## src/rtl/led_fader.sv

```systemverilog
// rtl/led_fader.sv - four-lane LED fader with shared prescaler and PWM
module led_fader #(
  parameter int TICK_DIV = 65536,
  parameter int STEP     = 1
) (
  input  logic       clk,
  input  logic       rst,
  input  logic [3:0] pattern,
  output logic [3:0] leds,
  output logic       settled
);

  // Prescaler width covers TICK_DIV-1 for the full legal range (2..2^24).
  localparam int              PW        = $clog2(TICK_DIV);
  localparam logic [PW-1:0]   TICK_LAST = PW'(TICK_DIV - 1);
  localparam logic [8:0]      STEP9     = 9'(STEP);
  localparam logic [7:0]      STEP8     = 8'(STEP);
  localparam logic [7:0]      LVL_MAX   = 8'hFF;

  typedef enum logic [1:0] {
    S_OFF  = 2'd0,
    S_RISE = 2'd1,
    S_ON   = 2'd2,
    S_FALL = 2'd3
  } state_t;

  logic [3:0]    pat_q, pat_d;
  logic [PW-1:0] presc_q, presc_d;
  logic [7:0]    pwm_q, pwm_d;
  logic [3:0]    leds_q, leds_d;
  logic          settled_q, settled_d;
  logic          tick;

  logic [7:0]    level_q [4];
  logic [7:0]    level_d [4];
  state_t        state_q [4];
  state_t        state_d [4];

  // Shared timebase: input capture, fade-step prescaler and PWM ramp.
  always_comb begin
    pat_d   = pattern;
    tick    = (presc_q == TICK_LAST);
    presc_d = tick ? '0 : presc_q + 1'b1;
    pwm_d   = pwm_q + 8'd1;
  end

  // Per-lane fade FSM: direction follows pat_q every cycle, the level only moves on tick.
  always_comb begin
    state_t     dir;
    logic [8:0] sum9;
    dir  = S_OFF;
    sum9 = '0;
    for (int i = 0; i < 4; i++) begin
      state_d[i] = state_q[i];
      level_d[i] = level_q[i];

      // A reversal takes effect in the same cycle, so a coinciding tick
      // steps in the new direction from the current level.
      unique case (state_q[i])
        S_OFF:   dir = pat_q[i] ? S_RISE : S_OFF;
        S_RISE:  dir = pat_q[i] ? S_RISE : S_FALL;
        S_ON:    dir = pat_q[i] ? S_ON   : S_FALL;
        S_FALL:  dir = pat_q[i] ? S_RISE : S_FALL;
        default: dir = S_OFF;
      endcase
      state_d[i] = dir;

      // Rising sum is kept 9 bits wide so saturation never sees a wrapped value.
      sum9 = {1'b0, level_q[i]} + STEP9;

      if (dir == S_OFF) begin
        level_d[i] = 8'd0;
      end else if (dir == S_ON) begin
        level_d[i] = LVL_MAX;
      end else if (tick) begin
        if (dir == S_RISE) begin
          if (sum9 >= {1'b0, LVL_MAX}) begin
            level_d[i] = LVL_MAX;
            state_d[i] = S_ON;
          end else begin
            level_d[i] = sum9[7:0];
          end
        end else begin
          if (level_q[i] <= STEP8) begin
            level_d[i] = 8'd0;
            state_d[i] = S_OFF;
          end else begin
            level_d[i] = level_q[i] - STEP8;
          end
        end
      end
    end
  end

  // Output stage: PWM compare per lane (full level forces solid on) and settled flag.
  always_comb begin
    settled_d = 1'b1;
    leds_d    = '0;
    for (int i = 0; i < 4; i++) begin
      leds_d[i] = (level_q[i] == LVL_MAX) || (pwm_q < level_q[i]);
      if ((state_q[i] == S_RISE) || (state_q[i] == S_FALL)) begin
        settled_d = 1'b0;
      end
    end
  end

  // State register: reset abandons any fade and restarts the timebase from zero.
  always_ff @(posedge clk) begin
    if (rst) begin
      pat_q     <= '0;
      presc_q   <= '0;
      pwm_q     <= '0;
      leds_q    <= '0;
      settled_q <= 1'b1;
      for (int i = 0; i < 4; i++) begin
        level_q[i] <= 8'd0;
        state_q[i] <= S_OFF;
      end
    end else begin
      pat_q     <= pat_d;
      presc_q   <= presc_d;
      pwm_q     <= pwm_d;
      leds_q    <= leds_d;
      settled_q <= settled_d;
      for (int i = 0; i < 4; i++) begin
        level_q[i] <= level_d[i];
        state_q[i] <= state_d[i];
      end
    end
  end

  assign leds    = leds_q;
  assign settled = settled_q;

endmodule

```

## config.mk

```make
export PLATFORM = sky130hd
export DESIGN_NAME = led_fader
export DESIGN_NICKNAME = d
export VERILOG_FILES = /design/src/rtl/led_fader.sv
export SDC_FILE = /design/constraint.sdc
export NUM_CORES = 1
export LEC_CHECK = 0
export ABC_CLOCK_PERIOD_IN_PS = 2100
export CORE_ASPECT_RATIO = 2
export CORE_MARGIN = 2
export CORE_UTILIZATION = 57
export CTS_CLUSTER_SIZE = 10
export DETAILED_ROUTE_END_ITERATION = 8
export GPL_TIMING_DRIVEN = 0
export PLACE_DENSITY = 0.78
export RECOVER_POWER = 100
export SLEW_MARGIN = 0
export SYNTH_ARGS = -nofsm -noshare
export SYNTH_HDL_FRONTEND = slang
export SYNTH_SLANG_ARGS = --single-unit
```

## constraint.sdc

```tcl
create_clock -name clk -period 2.1 [get_ports clk]
set_clock_uncertainty 0.2 [all_clocks]
set_input_delay 0.42 -clock clk [delete_from_list [all_inputs] [get_ports clk]]
set_output_delay 0.42 -clock clk [all_outputs]
set_load 0.005 [all_outputs]
```

# After elaboration in Yosys (flattened, before gate mapping)
# Memories as Yosys holds them, arrays and structs flattened.
# Cells that the tools add are included.
# classes
n_addsub,10
n_lt_le_gt_ge,12
n_eq_ne,25
muxes,79
n_bitwise,8
reduce_logical,21
# op_table
cell,n
two-way mux 8 bit,28
two-way mux 2 bit,32
adder 8 x 1 -> 9 bit (second input constant),4
>= comparator 9 x 8 -> 1 bit (second input constant),4
equality test 8 bit (second input constant),4
less-or-equal comparator 8 x 1 -> 1 bit (second input constant),4
< comparator 8 bit,4
subtractor 8 x 1 -> 8 bit (second input constant),4
equality test 2 bit (second input constant),12
case mux 2 bit (3 select lines),4
adder 16 x 1 -> 16 bit (second input constant),1
equality test 16 bit (second input constant),1
equality test 2 x 1 -> 1 bit (second input constant),8
logical NOT 2 bit,8
two-way mux 1 bit,15
OR reduction 2 bit,5
adder 8 x 1 -> 8 bit (second input constant),1
logical OR 1 bit,8
bitwise OR 1 bit,8
# word_totals
regBits,33
mem_bits_rw,40
in_bits,6
output_inout_bits,5
wordCells,162
mem_count,2
# memory_table
name,depth,width,read_ports,rd_ports_with_merged_regs,wr,line_no,rtl
level_q,4,8,4,0,4,34,logic [7:0] level_q [4];
state_q,4,2,4,0,4,36,state_t state_q [4];

# Depth between registers and ports, before layout
# depth
word_depth,9
ltp_mapped,9
ltp_nobuf,8

# Worst setup path before layout
# Ideal clock, no wire load.
# synth_path
path_type,register -> register
start,memory level_q[0][0]
end,memory level_q[0][4]
setup_ps,70
t_arrival_ps,1890
required_time_ps,1830
setup_slack_ps,-60
stages_incl_launch_ff,9
n_path_buf,1
period_less_slack_ps,2160
cell_sequence,dfxtp_1 clkbuf_1 inv_1 ha_1 o21ai_1 nand3_1 o311ai_0 o21ai_0 a21oi_1
# synth_rtl
item,line_no
start: declaration,34

==> results.yml <==
outcome:
  status: "complete, but fails checks"
  violations: "negative setup slack"
power_and_ir_drop:
  p_int_mw: 2.558
  power_leakage_nw: 2.647
  clkPwrFrac: 0.408
  p_sw_frac: 0.2931
  power.density_nw_per_um2: 510.6
  fin_total_pwr_mw: 3.618
  switching_power_mw: 1.060
  pwr-share-seq: 0.414
  peakVddDrop_v: 0.0004824
  p_comb_frac: 0.178
worst_setup_path:
  crit_family: "simple AND/OR/NAND/NOR gates"
  worst_setup_path_end_kind: "flop"
  path_cells: "nor2b_2 -> nand2b_1 -> buf_2 -> nand3_1 -> a211oi_2 -> a21oi_1 -> a311oi_1"
  criticalPathCategory: "flop to flop"
  worstPathRequired_ns: 2.14
  slowest_delay_ns: 0.35
  arrival_ns: 2.29
  worst_path_max_delay_cell: "dfxtp_1"
  crit_fanout: 10
  startpoint_type: "flop"
  cp_num_buf_inv: 1
clock_tree:
  clk_path_buf_depth: 2
  cts.sinks: 73
  htreeDepth: 3
  clockRootBuffer: "clkbuf_16"
  cts_made_buffers: 9
  clk-insertion-delay-late_ns: 0.35
  cts_tree: "done"
  cts.clk_slew.worst_paths_ns: 0.06
placed_design:
  dp_hpwl_um: 11810
  portBuffers: 10
  gp_congestion: 1.056
die:
  io_pins: 11
  core_um2: 9259
  die-area_um2: 10300
  start_util: 0.5820
  die_w_um: 72.76
  die_h_um: 141.5
  row_count: 50
sta:
  drv_slew: 0
  hold_violations: 0
  rsz0062_at_grt: "true"
  fin_crit_sh: 1.073
  hold_slack_ns: 0.2834
  max_freq_mhz: 443.9
  setup_viol: 21
  period_minus_slack_ns: 2.253
  slew_headroom: 0.6049
  setup_ws_ns: -0.1529
  setup_tns_ns: -1.082
  worst_pin_slew_ns: 0.5904
grt:
  grt_max_degree: 14
  grt_pass1_wl_um: 27470
  grt.overflow.total: 0
  grt_usage: 0.3375
  antenna_found_initial: 0
  grt_pass1_vias: 5836
synthesis:
  synth_edf_count: 0
  synthesis.nets: 762
  syn-cell-area_um2: 5389
  yosysWarnings: 0
  avgSynthCellArea_um2: 7.590
  synth_cells: 710
  yosysSeqAreaShare: 0.2712
  synth_ff_type: "dfxtp_1"
  synthDistinctLibCells: 66
  synthArstFlopShare: 0
  ys_seq_elements: 73
detailed_routing:
  drt_iter0_markers: 697
  via_per_inst: 7.057
  wire_per_inst_um: 22.04
  antenna_left: 0
  totalWireLength_um: 19390
  drc: 0
  dr.pass1.iters: 6
  num_vias: 6210
layout:
  syn_to_final_growth_pct: 31.51
  drive_gt1_frac: 0.2822
  fin_nets: 823
  antennaDiodeCount: 0
  fill_cells: 618
hold_path:
  min_path_type: "flop to flop"
job:
  maxCapViolCount: 0
registers in the layout, summed over array words and instances, names as in the netlist:
register,cells
presc_q,16
state_q,8
pwm_q,8
level_q,32
leds,4
pat_q,4
settled,1
repair_timing:
item / CTS / global route
setup buffers: 12 / 35
setup endpoints to repair: 62 / 44
cloned: 1 / 0
gates resized for setup: 95 / 144
pin swaps: 15 / 51
hold buffers: 0 / 0
through the flow:
| step | area (um^2) | utilization | worst slack, ns | instances |
|---|---|---|---|---|
| floorplan | 5394 | - | 0.001717 | 710 |
| global placement | 5624 | 0.6074 | -0.5295 | 824 |
| detailed placement | 5624 | 0.6074 | -0.5498 | 824 |
| CTS | 6335 | 0.6842 | 0.001336 | 850 |
| global route | 7087 | 0.7654 | -0.2294 | 880 |
| finish | 7087 | 0.7654 | -0.1529 | 880 |
cell usage after synthesis (7+ instances only):
cell type / count / area [um^2]
a31oi_1: 9 / 56.30
nor2_1: 62 / 232.7
a21oi_1: 53 / 265.3
a21o_1: 18 / 135.1
xnor2_1: 17 / 148.9
ha_1: 46 / 575.6
nand2_1: 45 / 168.9
buf_2: 12 / 60.06
o22ai_1: 13 / 81.33
o21ai_0: 62 / 310.3
dfxtp_1: 73 / 1461
or3_1: 8 / 50.05
o31ai_1: 9 / 67.56
nor2b_1: 8 / 50.05
clkbuf_1: 18 / 67.56
nand4_1: 8 / 50.05
nand3_1: 39 / 195.2
xor2_1: 13 / 113.9
o211ai_1: 8 / 60.06
nand2b_1: 9 / 56.30
inv_1: 42 / 157.7
and3_1: 14 / 87.58
nor3_1: 29 / 145.1
nor4_1: 7 / 43.79
power groups by stage:
stage	Combinational [mW]	Sequential (mW)	Clock [mW]
final	0.644	1.50	1.48
after detailed placement	0.484	1.52	0
after global placement	0.471	1.52	0
after global routing	0.693	1.50	1.52
after CTS	0.531	1.49	1.48
after floorplan	0.346	1.50	0
kinds of logic after synthesis:
kind of cell	share of synthesized area
adders and majority gates	0.1068
AOI/OAI and AO/OA	0.2828
buffers and inverters	0.05665
and+or+nand+nor	0.2338
xor gates and xnor gates	0.04876
DFF	0.2712
worst min-delay path, cell delays in order (launching register included):
cell and delay (ns):
dfxtp_1 0.31, o21ai_0 0.07, a21oi_1 0.06
cells in the final DEF (no fill, tap or decap), types with 15 or more instances in the layout:
| cell | Yosys | final |
|---|---|---|
| nand2_1 | 45 | 39 |
| ha_1 | 46 | 33 |
| nor2_1 | 62 | 55 |
| xnor2_1 | 17 | 15 |
| a21oi_1 | 53 | 44 |
| a21o_1 | 18 | 18 |
| nor3_1 | 29 | 18 |
| o21ai_0 | 62 | 46 |
| dfxtp_1 | 73 | 50 |
| buf_4 | 1 | 43 |
| inv_1 | 42 | 34 |
| nand3_1 | 39 | 37 |
layer usage:
metal,vias up,part of all wire,global-route usage
met5,-,0,0
li1,2750,-,-
met3,126,0.068,0.04830
met1,2945,0.34,0.3440
met2,389,0.52,0.6062
met4,0,0.072,0.2349
worst paths after layout:
path	slack, ns	start	cells after the start	endpoint
max	-0.15	state_q[3][1]	7	level_q[3][2]
max reg2reg	-0.15	state_q[3][1]	7	level_q[3][2]
min reg2reg	0.28	presc_q[15]	2	presc_q[15]
min	0.28	presc_q[15]	2	presc_q[15]
cell type report:
| class | count | area, um^2 | area share |
|---|---|---|---|
| Clock buffer | 11 | 242.7 | 0.03425 |
| Timing Repair Buffer | 58 | 511.7 | 0.07221 |
| Tap cell | 104 | 130.1 | 0.01836 |
| Buffer | 25 | 217.7 | 0.03072 |
| Sequential cell | 73 | 1513 | 0.2135 |
| Inverter | 43 | 177.7 | 0.02507 |
| Clock inverter | 5 | 40.04 | 0.005650 |
| Multi-Input combinational cell | 561 | 4254 | 0.6003 |
Note: power is estimated with default switching activity, not from simulation.
